## src/rtl/fetch_queue.sv

```systemverilog
// Prefetching instruction fetch unit: streams sequential requests into a
// fixed-latency ROM and buffers returned words with their PCs for decode.
module fetch_queue #(
  parameter int unsigned       ADDR_W      = 32,
  parameter int unsigned       DATA_W      = 32,
  parameter int unsigned       DEPTH       = 4,
  parameter int unsigned       ROM_LATENCY = 2,
  parameter logic [ADDR_W-1:0] RESET_PC    = '0
) (
  input  logic                       clk,
  input  logic                       rst,
  input  logic                       redirect_valid,
  input  logic [ADDR_W-1:0]          redirect_pc,
  output logic                       rom_en,
  output logic [ADDR_W-1:0]          rom_addr,
  input  logic [DATA_W-1:0]          rom_data,
  output logic                       out_valid,
  input  logic                       out_ready,
  output logic [ADDR_W-1:0]          out_pc,
  output logic [DATA_W-1:0]          out_instr,
  output logic [$clog2(DEPTH+1)-1:0] occupancy
);
  localparam int unsigned PTR_W = $clog2(DEPTH);
  localparam int unsigned CNT_W = $clog2(DEPTH + 1);
  localparam int unsigned SUM_W = $clog2(DEPTH + ROM_LATENCY + 1);

  logic [ADDR_W-1:0]      pc;
  logic [ROM_LATENCY-1:0] fl_valid;
  logic [ADDR_W-1:0]      fl_pc [ROM_LATENCY];
  logic [ADDR_W-1:0]      q_pc [DEPTH];
  logic [DATA_W-1:0]      q_instr [DEPTH];
  logic [PTR_W-1:0]       wr_ptr;
  logic [PTR_W-1:0]       rd_ptr;
  logic [SUM_W-1:0]       inflight_count;
  logic                   enq;
  logic                   deq;

  always_comb begin
    inflight_count = '0;
    for (int i = 0; i < ROM_LATENCY; i++)
      inflight_count = inflight_count + SUM_W'(fl_valid[i]);
  end

  // Credit: every issued request must have a guaranteed queue slot on return.
  assign rom_en    = !rst && !redirect_valid &&
                     ((SUM_W'(occupancy) + inflight_count) < SUM_W'(DEPTH));
  assign rom_addr  = pc;
  assign enq       = fl_valid[ROM_LATENCY-1] && !redirect_valid;
  assign out_valid = (occupancy != '0);
  assign deq       = out_valid && out_ready;
  assign out_pc    = q_pc[rd_ptr];
  assign out_instr = q_instr[rd_ptr];

  always_ff @(posedge clk or posedge rst) begin
    if (rst)
      pc <= RESET_PC;
    else if (redirect_valid)
      pc <= redirect_pc & ~ADDR_W'(3);
    else if (rom_en)
      pc <= pc + ADDR_W'(4);
  end

  // In-flight tags; a redirect kills every outstanding return.
  always_ff @(posedge clk or posedge rst) begin
    if (rst) begin
      fl_valid <= '0;
      for (int i = 0; i < ROM_LATENCY; i++) fl_pc[i] <= '0;
    end else begin
      for (int i = ROM_LATENCY - 1; i > 0; i--) begin
        fl_valid[i] <= fl_valid[i-1] && !redirect_valid;
        fl_pc[i]    <= fl_pc[i-1];
      end
      fl_valid[0] <= rom_en;
      fl_pc[0]    <= pc;
    end
  end

  always_ff @(posedge clk) begin
    if (enq) begin
      q_pc[wr_ptr]    <= fl_pc[ROM_LATENCY-1];
      q_instr[wr_ptr] <= rom_data;
    end
  end

  always_ff @(posedge clk or posedge rst) begin
    if (rst) begin
      wr_ptr    <= '0;
      rd_ptr    <= '0;
      occupancy <= '0;
    end else if (redirect_valid) begin
      wr_ptr    <= '0;
      rd_ptr    <= '0;
      occupancy <= '0;
    end else begin
      if (enq) wr_ptr <= wr_ptr + PTR_W'(1);
      if (deq) rd_ptr <= rd_ptr + PTR_W'(1);
      case ({enq, deq})
        2'b10:   occupancy <= occupancy + CNT_W'(1);
        2'b01:   occupancy <= occupancy - CNT_W'(1);
        default: occupancy <= occupancy;
      endcase
    end
  end
endmodule

```

## config.mk

```make
export PLATFORM = sky130hd
export DESIGN_NAME = fetch_queue
export DESIGN_NICKNAME = d
export VERILOG_FILES = /design/src/rtl/fetch_queue.sv
export SDC_FILE = /design/constraint.sdc
export NUM_CORES = 1
export LEC_CHECK = 0
export ABC_AREA = 1
export BUFFER_PORTS_ARGS = -buffer_cell sky130_fd_sc_hd__buf_2
export CAP_MARGIN = 20
export CORE_ASPECT_RATIO = 1.4
export CORE_MARGIN = 2
export CORE_UTILIZATION = 58
export CTS_CLUSTER_SIZE = 12
export DETAILED_ROUTE_END_ITERATION = 16
export GPL_ROUTABILITY_DRIVEN = 0
export GPL_TIMING_DRIVEN = 0
export PLACE_DENSITY = 0.8
export SYNTH_ARGS = -nofsm -noshare
export SYNTH_HDL_FRONTEND = slang
export SYNTH_SLANG_ARGS = --single-unit
export TNS_END_PERCENT = 10
```

## constraint.sdc

```tcl
create_clock -name clk -period 4.4 [get_ports clk]
set_clock_uncertainty 0.2 [all_clocks]
set_input_delay 0 -clock clk [delete_from_list [all_inputs] [get_ports clk]]
set_output_delay 0 -clock clk [all_outputs]
set_load 0.01 [all_outputs]
```

==> results.ini, run 1 <==
[min_path]
min_from = redirect_pc[6]
min_path_type = primary input to flip-flop

[timing]
worst_slew_margin_rel_pct = 47.76
finalSetupViolCount = 0
timing.fmax_mhz = 324.6
hold_violations = 0
slew_violations = 0
setup-tns-final_ns = 0
rsz0062_at_grt = no
fin_crit_ns = 3.081
final.period_utilization_pct = 70.02
worst_slew_pin_slew_ns = 0.7817

[floorplanning]
coreArea_sq_um = 23040
initial_core_util_pct = 58.43
num_rows = 66
die_x_um = 132.8
die_height_um = 184.3
io_pins = 169
die_area_sq_um = 24460

[yosys]
syn_inst = 1101
synth_common_cells = 248 x edfxtp_1, 164 x nor2_1, 159 x nand2_1
yosys-top-cells-area = edfxtp_1 55%, dfrtp_1 18%, o21ai_0 4.9%, nor2_1 4.6%, nand2_1 4.4%
syn_area_per_cell_sq_um = 12.23
synth.top_cell.area_share_pct = 55.32
ys_ff_latch = 347
yosysMostFrequentCell = edfxtp_1
synthArstFlopShare_pct = 28.53
yosysWarnings = 0
synth_edf_count = 248
synth_cell_types = 35
ys_seq_area_share_pct = 73.72
yosysTopAreaCell = edfxtp_1
synth_area_sq_um = 13460
synthFlopType = edfxtp_1

[worst_setup_path]
r2r-end = rom_addr[5]
worst-path-stages = 10
critPathTopFamily = buffers and inverters
crit_required_ns = 4.59
cp-startpoint = redirect_valid
critPathBufInv = 6
crit_slowest_cell = dlygate4sd3_1
cpPeakStageDelay_ns = 0.57
critPathMaxFanout = 10
reg2reg_depth = 8
crit_top_cell = dlygate4sd3_1
rr_startpoint = rom_addr[4]
cp-end-kind = flip-flop
critPathKind = primary input to flip-flop
cp_cell_sequence = dlygate4sd3_1 > buf_6 > nand2_1 > dlygate4sd3_1 > o21ai_0 > dlygate4sd3_1 > nand2_1 > dlygate4sd3_1 > o21ai_0 > dlygate4sd3_1
arrival_ns = 3.27
ff2ff_setup_slack_ns = 1.34
start_kind = primary input
cp-endpoint = rom_addr[5]

[final_layout]
drive_above_1_share_pct = 17.80
diodes = 0
fill_cells = 1434
nets = 1493
synthToLayoutAreaGrowth_pct = 26.19
final_util_pct = 73.73

[pwr]
swShare_pct = 28.85
vdd.ir_drop.worst_mv = 0.3429
pwr-share-comb_pct = 20.2
seqPwrFrac_pct = 47.8
p_per_area_nw_per_um2 = 491.0
clock_power_share_pct = 32.0
power_uw = 8341
leakage_uw = 0.006672
p_int_uw = 5935
netSwitchingPower_uw = 2406

[clocking]
clock_latency_ns = 0.51
clk_pin_slew_ns = 0.06
clock_sinks = 347
cts_max_level = 2
cts_made_buffers = 35
clockRootBuffer = clkbuf_16
cts_tree = done
cts_resized = 0
clock_path_buffers = 3

[drt]
wire_per_inst_um = 18.47
drtIter0Drc = 681
drc = 0
dr.pass1.iters = 5
wl_um = 32220
via_per_inst = 5.597
via_count = 9762
ant_nets = 0

[placed_design]
dp_hpwl_um = 19450
place.port_buffers = 161

[grt]
grt_pass1_vias = 9878
grt-ovfl-total = 0
grt_first_pass_wirelength_um = 49320
grtUsageTotal_pct = 26.15
grt_max_degree = 65
antenna_found_initial = 0

[outcome]
outcome = finished clean

[flow_run]
max_cap_violations = 0

[worst reg2reg max path, stage by stage, from the launching register on]
cell and delay [ns]:
dfrtp_1 0.45, nand3_2 0.17, xor2_1 0.18, o21ai_0 0.15
dlygate4sd3_1 0.58, nand2_1 0.06, dlygate4sd3_1 0.56, o21ai_0 0.07
dlygate4sd3_1 0.57
[cell type report]
cell class / count / area, sq um / area share [%]
Buffer: 54 / 267.8 / 1.576
Clock buffer: 56 / 997.2 / 5.870
Clock inverter: 1 / 7.507 / 0.04419
Inverter: 60 / 230.2 / 1.355
Multi-Input combinational cell: 643 / 3083 / 18.15
Sequential cell: 347 / 9925 / 58.42
Tap cell: 306 / 382.9 / 2.254
Timing Repair Buffer: 277 / 2095 / 12.33
[routing by layer]
layer  GRT usage (%)  share of wire (%)
met1           29.69                 36
met5               0                  0
met4           12.99                4.2
met3           3.713                6.1
met2           48.25                 53
[power groups by stage]
| stage | registers [uW] | logic, uW | clock network, uW |
|---|---|---|---|
| floorplan | 4010 | 878 | 0 |
| global placement | 4030 | 1490 | 0 |
| detailed placement | 4040 | 1540 | 0 |
| CTS | 3980 | 1660 | 2690 |
| global route | 4010 | 1840 | 2820 |
| finish | 3990 | 1690 | 2670 |
[layout by cell type, fill, tap and decap left out, types with 6 or more instances in the layout]
master,n
nor2_4,7
nand2_1,159
clkbuf_16,37
nand3_1,77
buf_2,171
buf_4,6
o22ai_1,62
nor2_1,160
edfxtp_1,248
clkbuf_1,53
o21ai_0,132
inv_1,53
ha_1,6
dlygate4sd3_1,107
dfrtp_1,99
[state kept, by name, indices dropped and copies added (netlist names)]
signal and cells:
wr_ptr 2, fl_valid 2, q_instr 128, rd_ptr 2, fl_pc 60, rom_addr 30, occupancy 3, q_pc 120
[worst min-delay path by stage]
stage / endpoint / cells after the start
finish: rom_addr[6] / 4
global route: q_instr[3][13] / 2
CTS: rom_addr[6] / 4
detailed placement: occupancy[2] / 2
global placement: q_instr[3][26] / 1
floorplan: q_instr[0][0] / 0
[cell families after synthesis]
| family | Yosys count | share of synthesized area [%] |
|---|---|---|
| compound gates | 204 | 8.300 |
| flops | 347 | 73.72 |
| simple gates | 422 | 13.17 |
| xor+xnor | 6 | 0.3904 |
| other cells | 1 | 0.02786 |
| fa+ha+maj | 7 | 0.7064 |
| buf+inv | 114 | 3.681 |
[per-stage QoR]
| stage | hold slack, ns | instances | instance area (sq um) | setup slack, ns |
|---|---|---|---|---|
| after floorplan | -0.1011 | 1104 | 13470 | 0.4842 |
| after global placement | 0.01147 | 1571 | 14660 | -1.376 |
| after detailed placement | -0.1258 | 1580 | 14910 | 2.121 |
| after CTS | 0.03418 | 1744 | 16990 | 1.421 |
| after global routing | 0.05503 | 1744 | 16990 | 1.228 |
| final | 0.04259 | 1744 | 16990 | 1.319 |
[what timing repair did]
action	in CTS	in global routing
setup buffers	0	0
hold endpoints to repair	265	0
hold buffers	107	0
Note: power is estimated with default switching activity, not from simulation.
==> run 2: changes to the inputs <==
--- a/config.mk
+++ b/config.mk
@@ -5,17 +5,17 @@
 export SDC_FILE = /design/constraint.sdc
 export NUM_CORES = 1
 export LEC_CHECK = 0
-export ABC_AREA = 1
+export ABC_AREA = 0
 export BUFFER_PORTS_ARGS = -buffer_cell sky130_fd_sc_hd__buf_2
 export CAP_MARGIN = 20
 export CORE_ASPECT_RATIO = 1.4
 export CORE_MARGIN = 2
-export CORE_UTILIZATION = 58
+export CORE_UTILIZATION = 57
 export CTS_CLUSTER_SIZE = 12
 export DETAILED_ROUTE_END_ITERATION = 16
 export GPL_ROUTABILITY_DRIVEN = 0
 export GPL_TIMING_DRIVEN = 0
-export PLACE_DENSITY = 0.8
+export PLACE_DENSITY = 0.79
 export SYNTH_ARGS = -nofsm -noshare
 export SYNTH_HDL_FRONTEND = slang
 export SYNTH_SLANG_ARGS = --single-unit
==> constraint.sdc (replaced) <==
create_clock -name clk -period 3.23 [get_ports clk]
set_clock_uncertainty 0.2 [all_clocks]
set_input_delay 0 -clock clk [delete_from_list [all_inputs] [get_ports clk]]
set_output_delay 0 -clock clk [all_outputs]
set_load 0.01 [all_outputs]
==> results.ini, run 2 <==
[outcome]
outcome = finished clean

[drt]
wl_um = 24900
via_per_inst = 5.712
ant_nets = 0
drtIter0Drc = 428
drc = 0
dr.pass1.iters = 4
via_count = 7277
wire_per_inst_um = 19.54

[yosys]
ys_ff_latch = 347
synth_cell_types = 51
syn_area_per_cell_sq_um = 19.32
syn_inst = 668
synthFlopType = edfxtp_1
synthArstFlopShare_pct = 28.53
synth_common_cells = 248 x edfxtp_1, 99 x dfrtp_1, 62 x mux4_2
yosysTopAreaCell = edfxtp_1
yosys-top-cells-area = edfxtp_1 58%, dfrtp_1 19%, mux4_2 11%, or4_1 1.4%, o31ai_1 1.2%
synth.top_cell.area_share_pct = 57.69
synth_edf_count = 248
yosysMostFrequentCell = edfxtp_1
synth_area_sq_um = 12910
yosysWarnings = 0
ys_seq_area_share_pct = 76.88

[final_layout]
synthToLayoutAreaGrowth_pct = 24.54
final_util_pct = 71.88
top_regs = q_instr: 128 flops, q_pc: 120 flops, fl_pc: 60 flops
diodes = 0
largest-register = q_instr
finalInstanceArea_sq_um = 16080
layout_commonest_cell = edfxtp_1
final_cell_mix = 248 x edfxtp_1, 172 x buf_2, 99 x dfrtp_1
nets = 1031
largest_reg_flops = 128
drive_above_1_share_pct = 30.94

[grt]
grtUsageTotal_pct = 20.94
grt_pass1_vias = 7438
grt-ovfl-total = 0
grt_max_degree = 48
antenna_found_initial = 0
grt_first_pass_wirelength_um = 39120

[worst_setup_path]
cp_cell_sequence = ha_1 > a21o_1 > a221o_2 > buf_2 > clkbuf_2 > o211ai_1 > nand3_1 > dlygate4sd3_1
arrival_ns = 3.31
critPathKind = flip-flop to flip-flop
critPathBufInv = 3
critPathMaxFanout = 10
critPathTopFamily = buffers and inverters
worst-path-stages = 8
cpPeakStageDelay_ns = 0.55
r2r-end = rom_addr[6]
cp-endpoint = rom_addr[6]
cp-startpoint = occupancy[0]
reg2reg_depth = 8
start_kind = flip-flop
crit_slowest_cell = dlygate4sd3_1
ff2ff_setup_slack_ns = 0.11
rr_startpoint = occupancy[0]
cp-end-kind = flip-flop
crit_required_ns = 3.42

[timing]
hold_violations = 0
final.period_utilization_pct = 96.63
finalSetupViolCount = 0
setup-tns-final_ns = 0
slew_violations = 0
worst_slew_margin_rel_pct = 48.95
holdWs_ns = 0.06139
worst_slew_pin_slew_ns = 0.7593
timing.fmax_mhz = 320.4
rsz0062_at_grt = no
fin_crit_ns = 3.121
worst_slack_ns = 0.1089

[floorplanning]
num_rows = 65
die_height_um = 182.1
die_x_um = 131.2
die_area_sq_um = 23880
initial_core_util_pct = 57.72
io_pins = 169
coreArea_sq_um = 22370

[clocking]
cts_max_level = 2
clock_sinks = 347
clk_pin_slew_ns = 0.06
cts_made_buffers = 35
clock_latency_ns = 0.50
clockRootBuffer = clkbuf_16
clock_path_buffers = 3
cts_tree = done
cts_setup_buffers = 0

[min_path]
min_from = rom_data[1]
min_path_type = primary input to flip-flop

[pwr]
leakage_uw = 0.005775
p_per_area_nw_per_um2 = 666.7
vdd.ir_drop.worst_mv = 0.3189

[placed_design]
dp_hpwl_um = 15350
place_area_sq_um = 14270
dpl_worst_slack_ns = 0.4456
place.port_buffers = 162

[flow_run]
max_cap_violations = 0

-- run 2: cell count changes after synthesis, moves of 6 or more --
cell,previous run,this run
o21ai_0,132,7
nor2b_1,0,6
o31ai_1,0,20
inv_1,54,9
clkbuf_1,34,18
nand4_1,1,7
o22ai_1,62,1
nor2_1,164,31
mux4_2,0,62
a31oi_1,0,23
nand3_1,77,19
nand2_1,159,13
or4_1,0,24
-- run 2: routing by layer --
metal,global-route usage [%],part of all wire [%],vias to the layer above
met5,0,0,-
met4,7.130,2.6,0
met3,2.889,5.3,50
met2,38.57,54,282
met1,25.64,38,3677
li1,-,-,3268
-- run 2: cells by family after synthesis --
kind of cell / share of synthesized area (%)
AO/OA/AOI/OAI: 3.548
flip-flops: 76.88
other: 0.02905
adder cells (fa/ha/maj): 0.7366
XOR/XNOR: 0.3392
buffers and inverters: 1.560
multiplexers: 11.05
AND/OR/NAND/NOR: 5.854
-- run 2: power by group --
group,total (uW),switching [uW],internal (uW)
sequential,5180,177,5000
combinational,1980,1000,975
clock,3570,1500,2070
total,10700,2680,8040
-- run 2: worst register-to-register path, cell delays in order (launching register included) --
cell	delay (ns)
dfrtp_1	0.46
ha_1	0.37
a21o_1	0.20
a221o_2	0.45
buf_2	0.23
clkbuf_2	0.24
o211ai_1	0.21
nand3_1	0.09
dlygate4sd3_1	0.55
-- run 2: worst min-delay path by stage --
stage / to / slack, ns / cells past startpoint
after global placement: q_instr[1][0] / 0.01 / 1
after detailed placement: rom_addr[2] / -0.15 / 2
final: q_instr[1][1] / 0.06 / 2
after CTS: q_instr[0][0] / 0.04 / 2
after floorplan: q_instr[0][0] / -0.10 / 0
after global routing: q_instr[3][20] / 0.06 / 2
-- run 2: stage by stage --
step	std cells	power, uW
floorplan	671	6476
global placement	1134	7134
detailed placement	1140	7177
CTS	1274	10830
global route	1274	11150
finish	1274	10720
-- run 2: repair_timing --
action / in CTS / in global routing
endpoints found under the hold margin: 263 / 0
hold buffers: 80 / 0
setup endpoints to repair: 0 / 3
resized for setup: 0 / 3
-- run 2: layout make-up --
type                            count  area [sq um]
Inverter                            9         37.54
Timing Repair Buffer              248          1762
Clock buffer                       50         963.4
Clock inverter                      4         38.79
Buffer                             35         168.9
Fill cell                        1395          6289
Sequential cell                   347          9925
Tap cell                          301         376.6
Multi-Input combinational cell    280          2805
